File: src/rtl/cy_control_reg_pulse_if.sv
`default_nettype none
// ============================================================================
// Module   : cy_control_reg_pulse_if
// Brief    : Write-side handshake bundle of the control register.
// Revision : 1.0  initial release
// ============================================================================
interface cy_control_reg_pulse_if;
    logic       wr_en;
    logic [7:0] wr_data;
    logic       wr_ack;
    logic       busy;
`ifdef CY_CTRL_REG_READBACK_EN
    logic [7:0] rd_data;

    modport master (output wr_en, output wr_data, input wr_ack, input busy, input rd_data);
    modport slave  (input wr_en, input wr_data, output wr_ack, output busy, output rd_data);
`else
    modport master (output wr_en, output wr_data, input wr_ack, input busy);
    modport slave  (input wr_en, input wr_data, output wr_ack, output busy);
`endif
endinterface
`default_nettype wire

File: src/rtl/cy_control_reg_pulse.sv
`default_nettype none
// ============================================================================
// Module   : cy_control_reg_pulse
// Brief    : CPU-written control register with per-bit level/pulse modes.
//            Optional readback port enabled by CY_CTRL_REG_READBACK_EN.
// Revision : 1.0  initial release
// ============================================================================
module cy_control_reg_pulse #(
    parameter int         NUM_OUTPUTS = 8,
    parameter int         BUS_DISPLAY = 0,
    parameter logic [7:0] MODE_MASK   = 8'h00,
    parameter int         PULSE_WIDTH = 1,
    parameter logic [7:0] RESET_VALUE = 8'h00,
    parameter int         EXT_SYNC    = 0
) (
    input  wire logic             clock,
    input  wire logic             reset,
    cy_control_reg_pulse_if.slave bus_if,
    output logic                  control_0,
    output logic                  control_1,
    output logic                  control_2,
    output logic                  control_3,
    output logic                  control_4,
    output logic                  control_5,
    output logic                  control_6,
    output logic                  control_7,
    output logic [7:0]            control_bus
);

    localparam logic [7:0] c_live_mask  = 8'((9'd1 << NUM_OUTPUTS) - 9'd1);
    localparam logic [7:0] c_pulse_mask = MODE_MASK & c_live_mask;
    localparam logic [7:0] c_level_mask = ~MODE_MASK & c_live_mask;
    localparam logic [3:0] c_pulse_width = 4'(PULSE_WIDTH);

    typedef enum logic [0:0] {
        IDLE  = 1'b0,
        PULSE = 1'b1
    } state_t;

    state_t     state_q, state_d;
    logic [7:0] level_q, level_d;
    logic [7:0] pulse_q, pulse_d;
    logic [3:0] cnt_q, cnt_d;
    logic       wr_ack_q, wr_ack_d;

    logic [7:0] w_pulse_wr;
    logic [7:0] w_reg_value;
    logic [7:0] w_out;
    logic       w_out_busy;

    assign w_pulse_wr  = bus_if.wr_data & c_pulse_mask;
    assign w_reg_value = level_q | pulse_q;

    always_comb begin
        level_d  = level_q;
        pulse_d  = pulse_q;
        cnt_d    = cnt_q;
        state_d  = state_q;
        wr_ack_d = bus_if.wr_en;
        if (bus_if.wr_en) begin
            level_d = bus_if.wr_data & c_level_mask;
        end
        // A new pulse write extends every active pulse bit; they all end together.
        if (bus_if.wr_en && (|w_pulse_wr)) begin
            pulse_d = pulse_q | w_pulse_wr;
            cnt_d   = c_pulse_width;
            state_d = PULSE;
        end else if (state_q == PULSE) begin
            if (cnt_q == 4'd1) begin
                pulse_d = '0;
                cnt_d   = '0;
                state_d = IDLE;
            end else begin
                cnt_d = cnt_q - 4'd1;
            end
        end
    end

    always_ff @(posedge clock) begin
        if (reset) begin
            level_q  <= RESET_VALUE & c_level_mask;
            pulse_q  <= '0;
            cnt_q    <= '0;
            state_q  <= IDLE;
            wr_ack_q <= 1'b0;
        end else begin
            level_q  <= level_d;
            pulse_q  <= pulse_d;
            cnt_q    <= cnt_d;
            state_q  <= state_d;
            wr_ack_q <= wr_ack_d;
        end
    end

    // busy travels through the output stage so it stays aligned with the pulses.
    generate
        if (EXT_SYNC != 0) begin : g_sync
            logic [7:0] out_d, out_q;
            logic       busy_d, busy_q;
            assign out_d  = w_reg_value;
            assign busy_d = (state_q == PULSE);
            always_ff @(posedge clock) begin
                if (reset) begin
                    out_q  <= '0;
                    busy_q <= 1'b0;
                end else begin
                    out_q  <= out_d;
                    busy_q <= busy_d;
                end
            end
            assign w_out      = out_q;
            assign w_out_busy = busy_q;
        end else begin : g_nosync
            assign w_out      = w_reg_value;
            assign w_out_busy = (state_q == PULSE);
        end
    endgenerate

    generate
        if (BUS_DISPLAY != 0) begin : g_bus_view
            assign control_bus = w_out;
            assign {control_7, control_6, control_5, control_4,
                    control_3, control_2, control_1, control_0} = control_bus;
        end else begin : g_net_view
            assign {control_7, control_6, control_5, control_4,
                    control_3, control_2, control_1, control_0} = w_out;
            assign control_bus = {control_7, control_6, control_5, control_4,
                                  control_3, control_2, control_1, control_0};
        end
    endgenerate

    assign bus_if.wr_ack = wr_ack_q;
    assign bus_if.busy   = w_out_busy;
`ifdef CY_CTRL_REG_READBACK_EN
    assign bus_if.rd_data = w_reg_value;
`endif

endmodule
`default_nettype wire

File: src/flat_wrapper.sv
// flat-port wrapper written by rule: the top's interface ports become plain ports
module cy_control_reg_pulse_flat 
#(
    parameter int         NUM_OUTPUTS = 8,
    parameter int         BUS_DISPLAY = 0,
    parameter logic [7:0] MODE_MASK   = 8'h00,
    parameter int         PULSE_WIDTH = 1,
    parameter logic [7:0] RESET_VALUE = 8'h00,
    parameter int         EXT_SYNC    = 0
)
  (clock, reset, control_0, control_1, control_2, control_3, control_4, control_5, control_6, control_7, control_bus, bus_if_wr_en, bus_if_wr_data, bus_if_wr_ack, bus_if_busy);
  cy_control_reg_pulse_if bus_if_i ();
  input  wire logic clock;
  input  wire logic reset;
  output logic control_0;
  output logic control_1;
  output logic control_2;
  output logic control_3;
  output logic control_4;
  output logic control_5;
  output logic control_6;
  output logic control_7;
  output logic [7:0] control_bus;
  input wire logic [$bits(bus_if_i.wr_en)-1:0] bus_if_wr_en;
  input wire logic [$bits(bus_if_i.wr_data)-1:0] bus_if_wr_data;
  output wire logic [$bits(bus_if_i.wr_ack)-1:0] bus_if_wr_ack;
  output wire logic [$bits(bus_if_i.busy)-1:0] bus_if_busy;
  assign bus_if_i.wr_en = bus_if_wr_en;
  assign bus_if_i.wr_data = bus_if_wr_data;
  assign bus_if_wr_ack = bus_if_i.wr_ack;
  assign bus_if_busy = bus_if_i.busy;
  cy_control_reg_pulse #(.NUM_OUTPUTS(NUM_OUTPUTS), .BUS_DISPLAY(BUS_DISPLAY), .MODE_MASK(MODE_MASK), .PULSE_WIDTH(PULSE_WIDTH), .RESET_VALUE(RESET_VALUE), .EXT_SYNC(EXT_SYNC)) u_core (.clock(clock), .reset(reset), .bus_if(bus_if_i), .control_0(control_0), .control_1(control_1), .control_2(control_2), .control_3(control_3), .control_4(control_4), .control_5(control_5), .control_6(control_6), .control_7(control_7), .control_bus(control_bus));
endmodule
File: config.mk
export PLATFORM = sky130hd
export DESIGN_NAME = cy_control_reg_pulse_flat
export DESIGN_NICKNAME = d
export VERILOG_FILES = /design/src/rtl/cy_control_reg_pulse_if.sv /design/src/rtl/cy_control_reg_pulse.sv /design/src/flat_wrapper.sv
export SDC_FILE = /design/constraint.sdc
export NUM_CORES = 1
export LEC_CHECK = 0
export ABC_AREA = 1
export CAP_MARGIN = 5
export CORE_ASPECT_RATIO = 1.1
export CORE_MARGIN = 4
export CORE_UTILIZATION = 38
export CTS_CLUSTER_SIZE = 24
export DETAILED_ROUTE_END_ITERATION = 7
export GPL_ROUTABILITY_DRIVEN = 0
export GPL_TIMING_DRIVEN = 0
export PLACE_DENSITY = 0.74
export SETUP_SLACK_MARGIN = 0.3
export SYNTH_ARGS = -nofsm -noshare
export SYNTH_HDL_FRONTEND = slang
export SYNTH_SLANG_ARGS = --single-unit
File: constraint.sdc
create_clock -name clock -period 1.2 [get_ports clock]
set_input_delay 0.3 -clock clock [delete_from_list [all_inputs] [get_ports clock]]
set_output_delay 0.3 -clock clock [all_outputs]
set_load 0.01 [all_outputs]
# Word level (Yosys, flattened, before mapping)
# Index checks and enable logic that the tools add are counted.
[word_totals]
regBits = 14
inputBits = 11
out_inout_bits = 18
elab_cells = 10
[classes]
addsub = 1
eq_ne = 1
mux = 2
n_bitwise = 1
reduce_logical = 1
[op_table]
columns = ["operator", "count"]
rows = [
  ["$eq 4x1->1 const B", 1],
  ["$mux 4", 1],
  ["$sub 4x1->4 const B", 1],
  ["$reduce_or 2->1", 1],
  ["$mux 1", 1],
  ["$not 1->1", 1],
]

# Depth between registers and ports, before layout
# Gate-level depths: netlist (run 1).
[logic_depth]
depth_word = 2
mapped_depth = 5
ltp_nobuf = 5

# Least setup slack after synthesis (run 1)
# OpenSTA, ideal clock, no wires.
[synth_timing]
path_type = "register -> register"
from = "register u_core.cnt_q[0]"
to = "register u_core.cnt_q[2]"
setup_ns = 0.116
t_arrival_ns = 0.874
t_required_ns = 1.084
path_slack_ns = 0.211
stages_incl_launch_ff = 6
path_buffers = 0
synth_period_minus_slack_ns = 0.989
cell_sequence = "dfxtp_1 -> inv_1 -> ha_1 -> nand2_1 -> xor2_1 -> nor2_1"
[synth_via]
elab_chain_len = 2
elab_cells_between_ends = 3
cone_classes = "1 x add/sub; 1 x eq/ne; 1 x mux"
[synth_lines]
columns = ["item", "line_no", "source"]
rows = [
  ["start, declared", "cy_control_reg_pulse.sv:43", "logic [3:0] cnt_q, cnt_d;"],
  ["start signal, assigned", "cy_control_reg_pulse.sv:89", "cnt_q <= cnt_d;"],
  ["$sub 4x1->4 / $eq 4x1->1 (equally long branches)", "cy_control_reg_pulse.sv:74, cy_control_reg_pulse.sv:69", ""],
  ["$mux 4 *", "cy_control_reg_pulse.sv:69", "if (cnt_q == 4'd1) begin"],
]
# Every way passes the cells marked *; elsewhere a longest branch is shown, timed or not.
# A chain may end at the register's enable or synchronous reset.

# Worst setup path after layout (run 1)
[layout_timing]
from = "register u_core.level_q[6]"
to = "output control_bus[6]"
[layout_lines]
columns = ["item", "line_no", "source"]
rows = [
  ["start, declared", "cy_control_reg_pulse.sv:41", "logic [7:0] level_q, level_d;"],
  ["start signal, assigned", "cy_control_reg_pulse.sv:81", "level_q <= RESET_VALUE & c_level_mask;"],
  ["start signal, assigned", "cy_control_reg_pulse.sv:87", "level_q <= level_d;"],
  ["end, declared", "flat_wrapper.sv:23", "output logic [7:0] control_bus;"],
]
# No word-level cell between the ends.

==> results of run 1 <==
==> routing by layer <==
| metal | up-vias | GRT usage (%) |
|---|---|---|
| met2 | 25 | 23.3 |
| met1 | 254 | 16.0 |
| met4 | 0 | 7.32 |
| met3 | 2 | 2.95 |
| met5 | - | 0 |
| li1 | 298 | - |
==> critical path: cells and delay by family, from the launching register on <==
kind                   cells  cell delay, ns
buffers and inverters      2            0.22
DFF                        1            0.34
==> through the flow <==
step                std cells  hold slack [ns]  setup WS, ns  cell area [sq um]
floorplan                  73            0.372         0.304                594
global placement          117            0.473        -0.174                895
detailed placement        117            0.477        -0.169                895
CTS                       126            0.413        0.0692                997
global route              127            0.467        0.0298               1080
finish                    127            0.465        0.0694               1080
==> area by class of cell <==
class | instances | area [sq um]
multi-input cells | 45 | 270
clock buffers | 4 | 36.3
plain buffers | 8 | 90.1
repair buffers | 33 | 328
inverters | 6 | 27.5
flip-flops and latches | 14 | 300
fillers | 110 | 339
well taps | 16 | 20.0
repair inverters | 1 | 7.51
==> cell families (layout without fill, tap and decap cells) <==
group           count (synthesis)  in the layout  synth area share (%)
simple gates                   30             30                  21.6
buf+inv                        14             52                  14.0
compound gates                 12             12                  11.2
xor+xnor                        1              1                  1.48
fa+ha+maj                       2              2                  4.24
flops                          14             14                  47.5
==> final timing paths <==
path	cells after the start	startpoint	slack, ns	to
max	2	u_core.level_q[6]$_SDFFE_PP0P_	0.07	control_bus[6]
min	2	reset	0.46	u_core.bus_if.busy$_SDFF_PP0_
max reg2reg	7	u_core.bus_if.busy$_SDFF_PP0_	0.21	u_core.cnt_q[3]$_SDFFE_PP0P_
min reg2reg	2	u_core.cnt_q[3]$_SDFFE_PP0P_	0.49	u_core.cnt_q[3]$_SDFFE_PP0P_
==> power breakdown <==
| group | switching, W | total, W | internal [W] |
|---|---|---|---|
| clock network | 0.000144 | 0.000329 | 0.000184 |
| logic | 0.0000748 | 0.000204 | 0.000129 |
| registers | 0.0000183 | 0.000503 | 0.000484 |
| total | 0.000237 | 0.00104 | 0.000798 |
==> registers in the layout (all words and copies together), names as in the netlist <==
signal / flops
u_core.level_q: 8
u_core.cnt_q: 4
u_core.bus_if.busy: 1
u_core.bus_if.wr_ack: 1
==> Yosys cell counts <==
cell type and instances:
inv_1 4, a21oi_2 1, inv_2 2, nor2_1 23, a21oi_1 1, xor2_1 1, a211oi_1 1, o21ai_0 9
nand2_1 4, nand3_2 1, buf_4 8, ha_1 2, nor2_4 1, nand3_1 1, dfxtp_1 14
==> what timing repair did <==
| item | 4_1_cts | 5_1_grt |
|---|---|---|
| endpoints found under the hold margin | 0 | 0 |
| buffers inserted | 4 | 1 |
| pin swaps | 6 | 3 |
| setup endpoints to repair | 32 | 24 |
| cloned | 1 | 0 |
| gates resized for setup | 111 | 15 |
==> results by group, run 1 <==
Synthesis
  – Mapped Cells: 73
  – Sequential element share of the synthesized area: 47.5%
  – Synth area leaders: dfxtp_1, nor2_1, buf_4, o21ai_0, ha_1
  – Synth unique cells: 15
  – Dominant cell type by area after synthesis: dfxtp_1
  – Mapped Area: 591 sq um
  – Synthesized flop and latch total: 14
  – Ys Warns: 0
  – Syn_area_per_cell: 8.09 sq um
  – Synth top area share: 47.5%
  – Post-Syn Nets: 86

GRT
  – Vias in the first global route: 563
  – First-pass GRT wire length: 2350 um
  – Initial antenna violation count: 0
  – Total grt overflow: 0
  – Largest net degree at the start of global routing: 10
  – Gr usage total: 14.0%

Setup path
  – Startpoint type of the worst setup path: flop
  – Setup Crit Path Kind: flop to primary output
  – Critical Path RT: 0.90 ns
  – Worst setup EP type: primary output
  – Crit-path max FO: 3
  – Most frequent CP cell: buf_6
  – WP data arrival: 0.83 ns
  – Slowest CP cell: dfxtp_2
  – Max stage delay on crit path: 0.34 ns
  – Cell Chain, Critical Path: buf_6, buf_6

Clock network
  – CTS clock-pin slew for the worst setup and hold paths: 0.08 ns
  – H-tree levels: 1
  – CTS Hold Bufs: 0
  – CTS Sinks: 14
  – CTS tree: built
  – Longest Clk Path Bufs: 2
  – Clock root cell: clkbuf_4
  – Clock latency on the worst-skew pair: 0.27 ns
  – Total CTS buffers: 3

Detailed routing
  – Top Metal Used: met4
  – DRT Pass-1 Iters: 3
  – DRC Markers: 0
  – Met2 wire length: 706 um
  – Detailed-route vias per instance: 4.56
  – Initial DRC count: 3
  – Routed length on met1: 577 um
  – Detailed Route WL: 1490 um
  – WL met3: 184 um
  – Vias: 579
  – WL per Instance: 11.7 um
  – DRT antenna net count: 0

Power and ir drop
  – Leakage power: 0.469 nW
  – Total power: 0.00104 W
  – Power Dens Cells: 959 nW/um^2
  – VDD IR max: 0.569 mV

Timing
  – Peak Freq: 0.884 GHz
  – Slew margin rel.: 81.5%
  – Post-route minimum period: 1.13 ns
  – Final setup TNS: 0 ns
  – Max Slew Vio Count: 0
  – RSZ-0062 raised after global routing: true
  – Final period util: 94.2%
  – Slew @ Worst Pin: 0.277 ns
  – Final setup viols: 0
  – Final hold vios: 0
  – Worst Skew: 0.000362 ns

Cells and area
  – Commonest non-fill, non-tap cell in the layout: buf_6
  – Share of cells above drive strength 1: 55.9%
  – Final nets: 125
  – Core Util, Final: 76.1%
  – Number of diodes: 0
  – Most frequent cells in the layout: buf_6, nor2_1, dfxtp_2
  – Area growth from synthesis to layout: 82.8%

Floorplanning
  – Initial Util: 41.6%
  – Die area: 2250 sq um
  – Core Box Area: 1420 sq um
  – Die Ht: 49.3 um
  – Site row count: 14
  – Chip width: 45.6 um
  – Io pins: 29

Outcome
  – Outcome: finished clean

Placed design
  – Port Buffers: 28
  – DP HPWL: 978 um

Job
  – Max-Cap Viols: 0

Min path
  – Hold crit path type: primary input to flop
Note: power is estimated with default switching activity, not from simulation.
==> inputs of run 2 (changes only) <==
- SETUP_SLACK_MARGIN: 0.3 -> 0.4
==> run 2 against run 1 <==
Effect of this change:
- routed wire length rose by 7.4%
- worst setup slack improved by 0.0043 ns
- clock-buffer cell count fell by 1
- first-iteration DRC count did not move
- combinational power fell by 3%
- register-to-register slack improved by 0.03 ns
- global-route usage rose by 1.9 points
- power fell by 7.6%
- maximum frequency rose by 0.39%
- largest power group unchanged
==> results by group, run 2 (synthesis results as in run 1) <==
Outcome
  – Outcome: finished clean

Floorplanning
  – Chip width: 45.6 um
  – Initial Util: 41.6%
  – Core Box Area: 1420 sq um
  – Die Ht: 49.3 um
  – Site row count: 14
  – Io pins: 29
  – Die area: 2250 sq um

Detailed routing
  – DRT Pass-1 Iters: 3
  – DRC Markers: 0
  – DRT antenna net count: 0
  – Vias: 598
  – Detailed-route vias per instance: 4.71
  – Initial DRC count: 3
  – Detailed Route WL: 1600 um
  – WL per Instance: 12.6 um

Cells and area
  – Final nets: 126
  – Most frequent cells in the layout: buf_6, nor2_1, dfxtp_2
  – Area growth from synthesis to layout: 79.0%
  – Number of diodes: 0
  – Fill count: 104
  – Multi-input logic area: 284 sq um
  – Share of cells above drive strength 1: 60.4%
  – Biggest registers after layout: u_core.level_q (8), u_core.cnt_q (4)
  – Register area: 299 sq um
  – Commonest non-fill, non-tap cell in the layout: buf_6
  – Max reg flops: 8
  – Biggest register: u_core.level_q

Power and ir drop
  – Seq pwr share: 52.4%
  – Sw Ratio: 24.5%
  – Power Dens Cells: 905 nW/um^2
  – Cell internal pwr: 0.000722 W
  – VDD IR max: 0.787 mV
  – Leakage power: 0.460 nW
  – Net switching power: 0.000234 W
  – Combinational power share: 20.7%
  – Clock share of power: 26.9%

Placed design
  – Port Buffers: 28
  – DP HPWL: 1030 um

Clock network
  – Clock root cell: clkbuf_4
  – Longest Clk Path Bufs: 2
  – H-tree levels: 1
  – CTS clock-pin slew for the worst setup and hold paths: 0.08 ns
  – CTS tree: built
  – CTS Sinks: 14
  – Total CTS buffers: 3
  – Clock latency on the worst-skew pair: 0.27 ns

Min path
  – Hold crit path type: primary input to flop

Setup path
  – Startpoint type of the worst setup path: flop
  – Worst setup EP type: primary output
  – Max stage delay on crit path: 0.34 ns
  – WP data arrival: 0.83 ns
  – RR Endpoint: u_core.cnt_q[2]$_SDFFE_PP0P_
  – Worst setup startpoint: u_core.level_q[4]$_SDFFE_PP0P_
  – Critical Path RT: 0.90 ns
  – Crit-path max FO: 3
  – Cell Chain, Critical Path: buf_6, buf_6
  – Setup Crit Path Kind: flop to primary output
  – R2R setup slack: 0.24 ns
  – RR Startpoint: u_core.cnt_q[0]$_SDFFE_PP0P_
  – Slowest CP cell: dfxtp_2
  – R2R depth: 5
  – Most frequent CP cell: buf_6
  – Setup crit end: control_bus[4]

GRT
  – Total grt overflow: 0
  – First-pass GRT wire length: 2680 um
  – Largest net degree at the start of global routing: 10
  – Initial antenna violation count: 0
  – Gr usage total: 15.9%
  – Vias in the first global route: 597

Timing
  – Worst Skew: 0.00198 ns
  – Final setup TNS: 0 ns
  – RSZ-0062 raised after global routing: true
  – Slew margin rel.: 88.9%
  – Final period util: 93.9%
  – Peak Freq: 0.888 GHz
  – Post-route minimum period: 1.13 ns
  – Hold Slack: 0.270 ns
  – Slew @ Worst Pin: 0.165 ns
  – Final setup viols: 0
  – Final hold vios: 0
  – Max Slew Vio Count: 0

Job
  – Max-Cap Viols: 0
==> run 2: worst min-delay path by stage <==
stage                                 startpoint                             to  slack (ns)  cells after the start
floorplan                                  reset  u_core.bus_if.busy$_SDFF_PP0_        0.37                      1
global placement    u_core.cnt_q[3]$_SDFFE_PP0P_   u_core.cnt_q[3]$_SDFFE_PP0P_        0.47                      2
detailed placement  u_core.cnt_q[3]$_SDFFE_PP0P_   u_core.cnt_q[3]$_SDFFE_PP0P_        0.48                      2
CTS                                        reset  u_core.bus_if.busy$_SDFF_PP0_        0.44                      2
global route                               reset  u_core.bus_if.busy$_SDFF_PP0_        0.27                      2
finish                                     reset  u_core.bus_if.busy$_SDFF_PP0_        0.27                      2
==> run 2: timing repair <==
| action | CTS | global route |
|---|---|---|
| endpoints found under the setup margin | 32 | 31 |
| pin swaps | 4 | 4 |
| setup buffers | 4 | 2 |
| gates cloned | 1 | 0 |
| resized for setup | 105 | 11 |
| hold buffers | 0 | 0 |
==> run 2: per-layer routing <==
metal	global-route usage (%)	wire length (um)	vias up
met2	27.0	761	27
met3	4.06	199	2
li1	-	-	304
met5	0	0	-
met4	4.39	9	0
met1	19.0	624	265
==> run 2: critical path, delay by kind of cell (launching register included) <==
family / cells / cell delay (ns)
buffers and inverters: 2 / 0.22
DFF: 1 / 0.34
==> run 2: metrics by stage <==
stage                     cell area [sq um]  total power (W)  setup slack, ns  util [%]  cells
final                                  1060         0.000956           0.0737      74.5    127
after global routing                   1060          0.00101           0.0415      74.5    127
after CTS                              1020         0.000954           0.0734      71.7    125
after detailed placement                922         0.000705           -0.181      65.0    117
after global placement                  922         0.000700           -0.173      65.0    117
after floorplan                         622         0.000584            0.325         -     73
==> run 2: layout make-up <==
class / count / area share [%]
sequential: 14 / 28.3
buffer: 8 / 8.52
tap: 16 / 1.89
multi-input combinational: 45 / 26.9
timing repair buffer: 34 / 28.8
inverter: 6 / 2.84
timing repair inverter: 1 / 0.710
clock buffer: 3 / 2.13
==> run 2: power by group through the flow <==
stage	registers, W	clock network, W	logic, W
floorplan	0.000521	0	0.0000630
global placement	0.000511	0	0.000189
detailed placement	0.000513	0	0.000192
CTS	0.000500	0.000262	0.000192
global route	0.000506	0.000290	0.000215
finish	0.000501	0.000257	0.000198
